--- src/rtl/alu_pkg.sv ---
// Shared ALU operation codes and execution-unit state encoding.
package alu_pkg;

   localparam logic [3:0] ALU_AND = 4'b0000;
   localparam logic [3:0] ALU_OR  = 4'b0001;
   localparam logic [3:0] ALU_ADD = 4'b0010;
   localparam logic [3:0] ALU_SUB = 4'b0110;
   localparam logic [3:0] ALU_SLT = 4'b0111;
   localparam logic [3:0] ALU_MUL = 4'b1000;
   localparam logic [3:0] ALU_INV = 4'b1111;

   typedef enum logic [1:0] {
      IDLE = 2'd0,
      MUL  = 2'd1,
      DONE = 2'd2
   } alu_state_e;

endpackage

--- src/rtl/alu_exec_unit_mult.sv ---
// Serial shift-add multiplier: one partial product per cycle, WIDTH cycles per operation.
module alu_mult_serial #(
   parameter int WIDTH = 32
) (
   input  logic             clk,
   input  logic             rst_n,
   input  logic             clear,
   input  logic             start,
   input  logic [WIDTH-1:0] mcand_in,
   input  logic [WIDTH-1:0] mplier_in,
   output logic             done,
   output logic [WIDTH-1:0] product
);

   localparam int CW = (WIDTH > 2) ? $clog2(WIDTH) : 1;
   localparam logic [CW-1:0] LAST = CW'(WIDTH - 1);

   logic [WIDTH-1:0] mcand_q, mcand_d;
   logic [WIDTH-1:0] mplier_q, mplier_d;
   logic [WIDTH-1:0] acc_q, acc_d;
   logic [CW-1:0]    cnt_q, cnt_d;
   logic             run_q, run_d;
   logic [WIDTH-1:0] acc_sum;

   // product is the accumulator including this cycle's partial product,
   // so the top can register it on the same edge that done is seen.
   always_comb begin
      acc_sum = acc_q + (mplier_q[0] ? mcand_q : '0);
      done    = run_q && (cnt_q == LAST);
      product = acc_sum;
   end

   always_comb begin
      mcand_d  = mcand_q;
      mplier_d = mplier_q;
      acc_d    = acc_q;
      cnt_d    = cnt_q;
      run_d    = run_q;
      if (clear) begin
         run_d = 1'b0;
         cnt_d = '0;
      end else if (start) begin
         mcand_d  = mcand_in;
         mplier_d = mplier_in;
         acc_d    = '0;
         cnt_d    = '0;
         run_d    = 1'b1;
      end else if (run_q) begin
         acc_d    = acc_sum;
         mcand_d  = mcand_q << 1;
         mplier_d = mplier_q >> 1;
         if (done) begin
            run_d = 1'b0;
            cnt_d = '0;
         end else begin
            cnt_d = cnt_q + CW'(1);
         end
      end
   end

   always_ff @(posedge clk or negedge rst_n) begin
      if (!rst_n) begin
         mcand_q  <= '0;
         mplier_q <= '0;
         acc_q    <= '0;
         cnt_q    <= '0;
         run_q    <= 1'b0;
      end else begin
         mcand_q  <= mcand_d;
         mplier_q <= mplier_d;
         acc_q    <= acc_d;
         cnt_q    <= cnt_d;
         run_q    <= run_d;
      end
   end

endmodule

--- src/rtl/alu_exec_unit.sv ---
// ALU execution unit: single-cycle logic/arith ops plus a serial MUL, with
// valid/ready handshakes on both the operation input and the held result.
//
// state | meaning
// IDLE  | ready to accept an operation
// MUL   | serial multiplier iterating
// DONE  | result held until out_ready
module alu_exec_unit
   import alu_pkg::*;
#(
   parameter int WIDTH = 32
) (
   input  logic             clk,
   input  logic             rst_n,
   input  logic             flush,
   input  logic             in_valid,
   output logic             in_ready,
   input  logic [3:0]       alu_control,
   input  logic [WIDTH-1:0] op_a,
   input  logic [WIDTH-1:0] op_b,
   output logic             out_valid,
   input  logic             out_ready,
   output logic [WIDTH-1:0] result,
   output logic             zero,
   output logic             error,
   output logic             busy
);

   alu_state_e       state_q, state_d;
   logic [WIDTH-1:0] result_q, result_d;
   logic             zero_q, zero_d;
   logic             error_q, error_d;

   logic             accept;
   logic             mul_start;
   logic             mul_done;
   logic [WIDTH-1:0] mul_product;
   logic [WIDTH-1:0] alu_res;
   logic             alu_err;

   always_comb begin
      in_ready  = (state_q == IDLE) && !flush;
      accept    = in_valid && in_ready;
      mul_start = accept && (alu_control == ALU_MUL);
      out_valid = (state_q == DONE);
      busy      = (state_q != IDLE);
      result    = result_q;
      zero      = zero_q;
      error     = error_q;
   end

   always_comb begin
      alu_res = '0;
      alu_err = 1'b0;
      case (alu_control)
         ALU_AND: alu_res = op_a & op_b;
         ALU_OR:  alu_res = op_a | op_b;
         ALU_ADD: alu_res = op_a + op_b;
         ALU_SUB: alu_res = op_a - op_b;
         ALU_SLT: alu_res = {{(WIDTH-1){1'b0}}, ($signed(op_a) < $signed(op_b))};
         ALU_MUL: alu_res = '0;
         default: alu_err = 1'b1;
      endcase
   end

   alu_mult_serial #(.WIDTH(WIDTH)) u_mult (
      .clk       (clk),
      .rst_n     (rst_n),
      .clear     (flush),
      .start     (mul_start),
      .mcand_in  (op_a),
      .mplier_in (op_b),
      .done      (mul_done),
      .product   (mul_product)
   );

   always_comb begin
      state_d  = state_q;
      result_d = result_q;
      zero_d   = zero_q;
      error_d  = error_q;
      case (state_q)
         IDLE: begin
            if (accept) begin
               if (alu_control == ALU_MUL) begin
                  state_d = MUL;
               end else begin
                  state_d  = DONE;
                  result_d = alu_res;
                  zero_d   = (alu_res == '0);
                  error_d  = alu_err;
               end
            end
         end
         MUL: begin
            if (mul_done) begin
               state_d  = DONE;
               result_d = mul_product;
               zero_d   = (mul_product == '0);
               error_d  = 1'b0;
            end
         end
         DONE: begin
            if (out_ready) state_d = IDLE;
         end
         default: state_d = IDLE;
      endcase
      // flush wins over any completion or handshake; held values are left as-is
      if (flush) begin
         state_d  = IDLE;
         result_d = result_q;
         zero_d   = zero_q;
         error_d  = error_q;
      end
   end

   always_ff @(posedge clk or negedge rst_n) begin
      if (!rst_n) begin
         state_q  <= IDLE;
         result_q <= '0;
         zero_q   <= 1'b0;
         error_q  <= 1'b0;
      end else begin
         state_q  <= state_d;
         result_q <= result_d;
         zero_q   <= zero_d;
         error_q  <= error_d;
      end
   end

endmodule

--- config.mk ---
export PLATFORM = sky130hd
export DESIGN_NAME = alu_exec_unit
export DESIGN_NICKNAME = d
export VERILOG_FILES = /design/src/rtl/alu_pkg.sv /design/src/rtl/alu_exec_unit_mult.sv /design/src/rtl/alu_exec_unit.sv
export SDC_FILE = /design/constraint.sdc
export NUM_CORES = 1
export LEC_CHECK = 0
export BUFFER_PORTS_ARGS = -buffer_cell sky130_fd_sc_hd__buf_2
export CORE_MARGIN = 5
export CORE_UTILIZATION = 55
export CTS_BUF_LIST = sky130_fd_sc_hd__clkbuf_4 sky130_fd_sc_hd__clkbuf_8 sky130_fd_sc_hd__clkbuf_16
export DETAILED_ROUTE_END_ITERATION = 6
export HOLD_SLACK_MARGIN = 0.12
export PLACE_DENSITY_LB_ADDON = 0.12
export SLEW_MARGIN = 20
export SYNTH_ARGS = -nofsm -noshare
export SYNTH_HDL_FRONTEND = slang
export SYNTH_SLANG_ARGS = --single-unit
export TNS_END_PERCENT = 5
--- constraint.sdc ---
create_clock -name clk -period 4.8 [get_ports clk]
set_input_delay 1.44 -clock clk [delete_from_list [all_inputs] [get_ports clk]]
set_output_delay 1.44 -clock clk [all_outputs]
set_load 0.01 [all_outputs]
# Word-level counts from Yosys, hierarchy flattened
# Cells that the tools add are included.
# classes
bitwise,3
order_cmp,1
n_reduce_logical,17
eq_ne,14
mux,35
addsub,4
# op_table
operator,n
$mux W32,10
$pmux W32 S5,1
$add A32 B32 Y32,2
$logic_not A32 Y1,2
$pmux W32 S2,1
$and A32 B32 Y32,1
$lt A32 B32 Y1,1
$or A32 B32 Y32,1
$sub A32 B32 Y32,1
$mux W5,4
$mux W1,11
$mux W2,5
$eq A4 B3 Y1 const B,2
$ne A2 B2 Y1 const B,3
$ne A3 B3 Y1 const B,2
$pmux W2 S3,1
$reduce_bool A2 Y1,3
$add A5 B1 Y5 const B,1
$eq A5 B5 Y1 const B,1
$reduce_and A5 Y1,1
$reduce_or A5 Y1,1
$eq A4 B1 Y1 const B,1
$eq A4 B2 Y1 const B,1
$eq A4 B4 Y1 const B,1
12 further kinds,16
# word_totals
inputBits,73
wordCells,83
output_inout_bits,37
ff_bits,138

# Logic depth before layout (Yosys ltp)
# Gate-level depths: netlist of run 1.
# depth
ltp_word,6
depth_mapped,16
depth_no_buf,15

# Cells and area by module
# Synthesis of run 1 repeated with hierarchy kept, for this count alone.
# hier_totals
hier_cells,1668
hier_area_um2,13342.8
# by_module_without_submodules
module,cells_per_inst,instances,area_each_um2,seq_area_each_um2
alu_exec_unit,1019,1,7180.6,900.9
alu_mult_serial,649,1,6162.2,2552.4

# Least setup slack after synthesis of run 1
# OpenSTA, ideal clock, no wires.
# synth_timing
path_type,in2reg
startpoint,input op_a[0]
endpoint,"register zero_q, in the netlist zero"
path_stages,15
setup_slack_ns,0.459
t_required_ns,4.735
setup_time_ns,0.065
t_arrival_ns,4.277
n_path_buf,0
path_cell_list,inv_1 -> ha_1 -> fa_1 -> o21bai_1 -> o211ai_2 -> a211oi_2 -> a21oi_2 -> a211o_1 -> mux2_2 -> a22oi_2 -> and3_1 -> and4_1 -> nand4_1 -> nor4_1 -> a211o_1
# synth_via
elab_chain_len,6
word_cells_on_any_way,10
cone_classes,add/sub: 2; order compare: 1; mux: 4; bitwise: 2; reduce/logical: 1
# synth_lines
element,line,text
start: declaration,alu_exec_unit.sv:19,"input logic [WIDTH-1:0] op_a,"
$sub A32 B32 Y32 (tied with other cells),alu_exec_unit.sv:59,ALU_SUB: alu_res = op_a - op_b;
$pmux W32 S5 *,alu_exec_unit.sv:55,case (alu_control)
$logic_not A32 Y1 *,alu_exec_unit.sv:90,zero_d = (alu_res == '0);
$mux W1 *,alu_exec_unit.sv:85,if (alu_control == ALU_MUL) begin
$mux W1 *,alu_exec_unit.sv:84,if (accept) begin
$pmux W1 S2 *,alu_exec_unit.sv:82,case (state_q)
end signal: assignment,alu_exec_unit.sv:126,zero_q <= zero_d;
end: declaration,alu_exec_unit.sv:31,"logic zero_q, zero_d;"
# Mark *: on every way between the ends. The rest lies on a longest branch, timed or not. The select of a mux whose other input is x is not followed.
# A chain may end at the register's enable or synchronous reset.

# Final worst setup path of run 1
# layout_timing
startpoint,input op_a[7]
endpoint,"register zero_q, in the netlist zero"
# The elaborated chain is that of the path after synthesis.

==> metrics.md, run 1 <==
| Metric | Value |
|---|---|
| Status | complete, no violations |
| Seq/Total Area, Yosys | 26.6% |
| # DRC | 0 |
| R2R cell count | 14 |
| Sw Ratio | 44.3% |
| Power share of the clock group | 21.9% |
| Final Slew Violations | 0 |
| P_int | 3.52 mW |
| GPL Wtd Cong | 1.00 |
| Setup bufs post-CTS | 0 |
| Post-DR wirelength/cell | 21.1 um |
| Synth area leaders | dfrtp_1, ha_1, nand2_1 |
| Max cap viols | 0 |
| Critical path arrival | 4.88 ns |
| DRT antenna net count | 0 |
| Clock slew at reported path FFs | 0.07 ns |
| Clk buf depth | 2 |
| Antenna violations before repair | 0 |
| First-pass iteration count of the detailed router | 6 |
| Post-synth EDFFs | 0 |
| Starting Density | 55.6% |
| Ys Warns | 0 |
| Area of the multi-input gates | 0.00872 mm2 |
| Ys async rst share | 100% |
| GR Overflow Total | 0 |
| Lkg Pwr | 7.19 nW |
| Synth Flop Type | dfrtp_1 |
| First-pass GRT wire length | 70,800 um |
| Power Dens Cells | 421 mW/mm2 |
| Sw Pwr | 2.80 mW |
| Final setup fails | 0 |
| Max Clk Rate | 0.222 GHz |
| H-Tree Level Count | 4 |
| DP HPWL | 35,400 um |
| Top cells by count, synth | nand2_1, nor2_1, dfrtp_1, a21oi_1, ha_1 |
| Die height | 164 um |
| Final WL | 45,700 um |
| Core area | 0.0233 mm2 |
| Filler cells | 2,076 |
| Total CTS buffers | 17 |
| Share of cells above drive strength 1 | 16.5% |
| Hold depth | 2 |
| DRT iter0 DRCs | 1,303 |
| CTS Sinks | 138 |
| Top-area cell type share of the netlist area | 26.6% |
| Slew Limit Headroom | 42.5% |
| Register share of total power | 28.0% |
| Combinational Power Share | 50.1% |
| Die ar. | 0.0268 mm2 |
| Final worst path period share | 93.8% |
| Slew @ Worst Pin | 0.863 ns |
| WP data required | 5.18 ns |
| Crit start category | input pin |
| Cells after Synth | 1,687 |
| Clk_skew | 0.0125 ns |
| Later-pin clock latency in the skew report | 0.44 ns |
| FF+latch count, synth | 138 |
| Inst Count DP | 2,132 |
| Largest net degree at the start of global routing | 125 |
| Post-Layout Cell Count | 2,164 |
| Root buffer cell | clkbuf_16 |
| Yosys top cell by area | dfrtp_1 |
| FF/Latch Area | 0.00345 mm2 |
| VDD IR-drop max | 0.000231 V |
| DR vias | 13,400 |
| Vias in the first global route | 12,500 |
| Worst-path fanout max | 5 |
| Netlist cell types | 92 |
| WS Path Type | input pin to flop |
| Tmin final | 4.50 ns |
| Sum of negative setup slack | 0 ns |
| Nets | 2,040 |
| DIE WIDTH | 164 um |
| Post-CTS Hold Buffers | 0 |
| Syn-to-layout area delta | 15.8% |
| Vias per cell | 6.21 |
| # diodes | 0 |
| Worst Setup End Kind | flop |
| Syn Nets | 1,895 |
| Num rows | 56 |
| I/O pins | 110 |
| HP Class | flop to flop |
| Cts repair resizes | 0 |
| RSZ-0062 raised after global routing | false |
| Tot GR Track Use | 33.8% |
| Port-buffer cells | 109 |
| Netlist Area Pre-Place | 0.0130 mm2 |
| Most frequent cell after synthesis | nand2_1 |
| Hold Fails Final Rpt | 0 |
| TritonCTS clock tree | built |
| Syn_area_per_cell | 7.69 um2 |
==> power by group through the flow <==
stage          clock network [mW]  logic [mW]  registers (mW)
2_1_floorplan                   0        2.22            1.74
6_report                     1.39        3.17            1.77
3_5_place_dp                    0        3.08            1.78
5_1_grt                      1.45        3.48            1.81
3_3_place_gp                    0        3.03            1.77
4_1_cts                      1.40        3.11            1.76
==> layer usage <==
metal	routed length, um	up-vias	GRT usage (%)	part of all wire (%)
met5	0	-	0	0
met1	20000	6469	48.3	44
met2	20500	594	53.3	45
met4	1190	0	9.30	2.6
met3	3990	88	5.30	8.7
li1	-	6277	-	-
==> state kept, by name, summed over array words and instances (netlist names), 2 cells and up <==
signal,count
u_mult.acc_q,32
u_mult.mcand_q,32
state_q,2
u_mult.cnt_q,5
result,32
u_mult.mplier_q,32
==> cell usage in the layout (no fill, tap or decap), types with 11 or more instances in the layout <==
| master | count |
|---|---|
| nand3_1 | 29 |
| dfrtp_1 | 138 |
| a31oi_1 | 74 |
| clkbuf_16 | 17 |
| and2_1 | 37 |
| buf_4 | 114 |
| nand2_1 | 243 |
| nor2_1 | 168 |
| mux2i_1 | 22 |
| a21o_1 | 11 |
| nor4_1 | 13 |
| o31ai_1 | 17 |
| inv_1 | 113 |
| o21bai_1 | 13 |
| nand4_1 | 15 |
| nor2b_1 | 16 |
| o221ai_1 | 13 |
| a221o_1 | 12 |
| a22o_1 | 20 |
| buf_2 | 108 |
| ha_1 | 132 |
| a22oi_1 | 26 |
| xnor2_1 | 36 |
| xor2_1 | 11 |
| a21oi_1 | 135 |
| o21ai_0 | 92 |
| nor3_1 | 27 |
| o211ai_1 | 13 |
==> cell families (layout without fill, tap and decap cells) <==
| logic type | after synthesis | after routing | share of synthesized area, % |
|---|---|---|---|
| DFF | 138 | 138 | 26.6 |
| xor gates and xnor gates | 48 | 48 | 3.30 |
| and+or+nand+nor | 605 | 605 | 21.3 |
| buffers and inverters | 213 | 371 | 6.36 |
| AOI/OAI and AO/OA | 520 | 520 | 27.0 |
| adders and majority gates | 135 | 135 | 13.2 |
| muxes | 28 | 28 | 2.22 |
==> worst max-delay path, stage by stage <==
cell and delay [ns]:
buf_2 0.14, inv_1 0.05, ha_1 0.39, nor4_1 0.51
o31ai_1 0.15, a21oi_1 0.16, buf_4 0.15, nor2_1 0.06
buf_4 0.15, mux2i_1 0.16, xnor2_1 0.09, a22oi_1 0.29
buf_4 0.18, and4_1 0.16, and4_1 0.23, nand4_1 0.11
nor4_1 0.32, a211o_1 0.15
==> cell type report <==
type / count / share of cell area, %
Multi-Input combinational cell: 1336 / 58.1
Sequential cell: 138 / 23.0
Timing Repair Buffer: 224 / 9.50
Inverter: 115 / 2.87
Clock buffer: 17 / 2.83
Tap cell: 319 / 2.66
Clock inverter: 15 / 1.10
==> per-stage QoR <==
step | area (um2) | setup WS [ns] | power [mW] | util, % | hold WS (ns)
2_1_floorplan | 13000 | 0.459 | 3.95 | - | 0.445
3_3_place_gp | 14400 | -0.0512 | 4.79 | 61.9 | 0.451
3_5_place_dp | 14400 | -0.0220 | 4.86 | 61.9 | 0.455
4_1_cts | 15000 | 0.405 | 6.27 | 64.4 | 0.472
5_1_grt | 15000 | 0.0548 | 6.74 | 64.4 | 0.496
6_report | 15000 | 0.297 | 6.32 | 64.4 | 0.472
==> path summary, 6_finish.rpt <==
check | start | endpoint | slack [ns]
setup / recovery | op_a[7] | zero$_DFFE_PN0P_ | 0.30
min in group asynchronous | rst_n | u_mult.cnt_q[2]$_DFFE_PN0P_ | 0.99
setup reg to reg | u_mult.mcand_q[0]$_DFFE_PN0P_ | zero$_DFFE_PN0P_ | 0.57
hold / removal | result[31]$_DFFE_PN0P_ | result[31]$_DFFE_PN0P_ | 0.47
max in group asynchronous | rst_n | result[28]$_DFFE_PN0P_ | 2.96
hold reg to reg | result[31]$_DFFE_PN0P_ | result[31]$_DFFE_PN0P_ | 0.47
No activity file was read; power rests on OpenSTA's default activity.
==> run 2: changes to the inputs <==
--- a/config.mk
+++ b/config.mk
@@ -8,7 +8,7 @@
 export BUFFER_PORTS_ARGS = -buffer_cell sky130_fd_sc_hd__buf_2
 export CORE_MARGIN = 5
 export CORE_UTILIZATION = 55
-export CTS_BUF_LIST = sky130_fd_sc_hd__clkbuf_4 sky130_fd_sc_hd__clkbuf_8 sky130_fd_sc_hd__clkbuf_16
+export CTS_BUF_LIST = sky130_fd_sc_hd__clkbuf_4
 export DETAILED_ROUTE_END_ITERATION = 6
 export HOLD_SLACK_MARGIN = 0.12
 export PLACE_DENSITY_LB_ADDON = 0.12
==> run 2 against run 1 <==
Design area decreased by 2.0%. Total power down 8.4%. Non-clock buffer count is the same. Hold slack improved by 0.021 ns. Critical path depth is the same. Critical path type unchanged. Critical endpoint unchanged. Largest cell class unchanged.
==> metrics.md, run 2 (synthesis results as in run 1) <==
| Metric | Value |
|---|---|
| WS Path Type | input pin to flop (unchanged) |
| Hold Path End | result[31]$_DFFE_PN0P_ (unchanged) |
| RSZ-0062 raised after global routing | false (unchanged) |
| Clk buf depth | 2 (unchanged) |
| DIE WIDTH | 164 um (unchanged) |
| Total CTS buffers | 17 (unchanged) |
| Final Slew Violations | 0 (unchanged) |
| Core area | 0.0233 mm2 (unchanged) |
| DRT iter0 DRCs | 1,333 (was 1,303) |
| GPL Wtd Cong | 1.00 (unchanged) |
| Reg-to-Reg Start | u_mult.mcand_q[0]$_DFFE_PN0P_ (unchanged) |
| Final worst path period share | 91.1% (was 93.8%) |
| Setup bufs post-CTS | 0 (unchanged) |
| Share of cells above drive strength 1 | 16.5% (unchanged) |
| R2r endpoint | zero$_DFFE_PN0P_ (unchanged) |
| Hold wc startpoint | result[31]$_DFFE_PN0P_ (unchanged) |
| Slew Limit Headroom | 41.2% (was 42.5%) |
| Cts repair resizes | 0 (unchanged) |
| Worst Setup End Kind | flop (unchanged) |
| Placement Cell Area | 0.0144 mm2 (unchanged) |
| Vias in the first global route | 12,400 (was 12,500) |
| HP Class | flop to flop (unchanged) |
| DRT antenna net count | 0 (unchanged) |
| Vias per cell | 6.17 (was 6.21) |
| Final WL | 45,400 um (was 45,700 um) |
| WP data required | 5.32 ns (was 5.18 ns) |
| Clock slew at reported path FFs | 0.16 ns (was 0.07 ns) |
| # DRC | 0 (unchanged) |
| GR Overflow Total | 0 (unchanged) |
| Status | complete, no violations (unchanged) |
| Tmin final | 4.37 ns (was 4.50 ns) |
| Final setup fails | 0 (unchanged) |
| I/O pins | 110 (unchanged) |
| First-pass GRT wire length | 70,100 um (was 70,800 um) |
| Critical path arrival | 4.89 ns (was 4.88 ns) |
| Clk_skew | 0.0299 ns (was 0.0125 ns) |
| Area of the multi-input gates | 0.00872 mm2 (unchanged) |
| Slew @ Worst Pin | 0.881 ns (was 0.863 ns) |
| Post-Layout Cell Count | 2,165 (was 2,164) |
| Power Dens Cells | 393 mW/mm2 (was 421 mW/mm2) |
| Max Clk Rate | 0.229 GHz (was 0.222 GHz) |
| Later-pin clock latency in the skew report | 0.59 ns (was 0.44 ns) |
| DR vias | 13,400 (about the same) |
| Reg-to-reg setup timing slack | 0.56 ns (was 0.57 ns) |
| CTS Sinks | 138 (unchanged) |
| Root buffer cell | clkbuf_4 (was clkbuf_16) |
| TritonCTS clock tree | built (unchanged) |
| Die ar. | 0.0268 mm2 (unchanged) |
| Crit start category | input pin (unchanged) |
| Hold Fails Final Rpt | 0 (unchanged) |
| Num rows | 56 (unchanged) |
| Commonest non-fill, non-tap cells in the layout | nand2_1, nor2_1, dfrtp_1 (unchanged) |
| First-pass iteration count of the detailed router | 6 (unchanged) |
| Syn-to-layout area delta | 13.5% (was 15.8%) |
| VDD IR-drop max | 0.000258 V (was 0.000231 V) |
| Post-DR wirelength/cell | 21.0 um (was 21.1 um) |
| R2R cell count | 14 (unchanged) |
| Largest net degree at the start of global routing | 125 (unchanged) |
| FF/Latch Area | 0.00345 mm2 (unchanged) |
| Filler cells | 2,120 (was 2,076) |
| Nets | 2,040 (unchanged) |
| Port-buffer cells | 109 (unchanged) |
| Tot GR Track Use | 33.5% (was 33.8%) |
| H-Tree Level Count | 4 (unchanged) |
| Hold depth | 2 (unchanged) |
| Die height | 164 um (unchanged) |
| Antenna violations before repair | 1 (was 0) |
| Starting Density | 55.6% (unchanged) |
| Lkg Pwr | 7.06 nW (was 7.19 nW) |
| DP HPWL | 35,400 um (unchanged) |
| Inst Count DP | 2,132 (unchanged) |
| Non-Filler Cell Area, Final | 0.0147 mm2 (was 0.0150 mm2) |
| Worst-path fanout max | 5 (unchanged) |
| Post-CTS Hold Buffers | 0 (unchanged) |
| Most common cell after layout, fill and taps aside | nand2_1 (unchanged) |
| Max cap viols | 0 (unchanged) |
## run 2: power by group
group | internal [mW] | switching (mW) | total, mW
logic | 1.25 | 1.91 | 3.16
registers | 1.52 | 0.241 | 1.76
clock network | 0.289 | 0.576 | 0.865
total | 3.05 | 2.73 | 5.79
## run 2: metal layers
layer	vias to the layer above	wire length [um]	global-route usage, %
li1	6287	-	-
met1	6405	20000	47.9
met2	602	20500	53.1
met3	71	3830	5.25
met4	0	1030	8.35
met5	-	0	0
## run 2: critical path, stage by stage
cell and delay, ns:
buf_2 0.14, inv_1 0.05, ha_1 0.39, nor4_1 0.50, o31ai_1 0.14, a21oi_1 0.16, buf_4 0.16, nor2_1 0.06
buf_4 0.15, mux2i_1 0.16, xnor2_1 0.09, a22oi_1 0.32, buf_4 0.19, and4_1 0.16, and4_1 0.23, nand4_1 0.11
nor4_1 0.31, a211o_1 0.14
## run 2: how the worst max path moves through the flow
stage	start	end	slack, ns	cells past startpoint
floorplan	op_a[0]	zero$_DFFE_PN0P_	0.46	15
global placement	op_a[9]	zero$_DFFE_PN0P_	-0.05	18
detailed placement	op_a[7]	zero$_DFFE_PN0P_	-0.02	18
CTS	op_a[7]	zero$_DFFE_PN0P_	0.57	18
global route	op_a[1]	zero$_DFFE_PN0P_	0.23	16
finish	op_a[7]	zero$_DFFE_PN0P_	0.43	18
## run 2: layout make-up
| cell class | count | area share [%] |
|---|---|---|
| multi-input cells | 1336 | 59.2 |
| flip-flops and latches | 138 | 23.4 |
| repair buffers | 224 | 9.69 |
| inverters | 115 | 2.93 |
| well taps | 319 | 2.71 |
| clock inverters | 15 | 1.12 |
| clock buffers | 17 | 0.866 |
| diodes | 1 | 0.0170 |
## run 2: per-stage QoR
| step | TNS, ns | hold slack [ns] | util (%) | total power, mW | setup WS [ns] |
|---|---|---|---|---|---|
| global route | 0 | 0.517 | 63.1 | 6.19 | 0.234 |
| detailed placement | -0.0220 | 0.455 | 61.9 | 4.86 | -0.0220 |
| finish | 0 | 0.492 | 63.1 | 5.79 | 0.427 |
| CTS | 0 | 0.493 | 63.1 | 5.73 | 0.570 |
| floorplan | 0 | 0.445 | - | 3.95 | 0.459 |
| global placement | -0.0512 | 0.451 | 61.9 | 4.79 | -0.0512 |
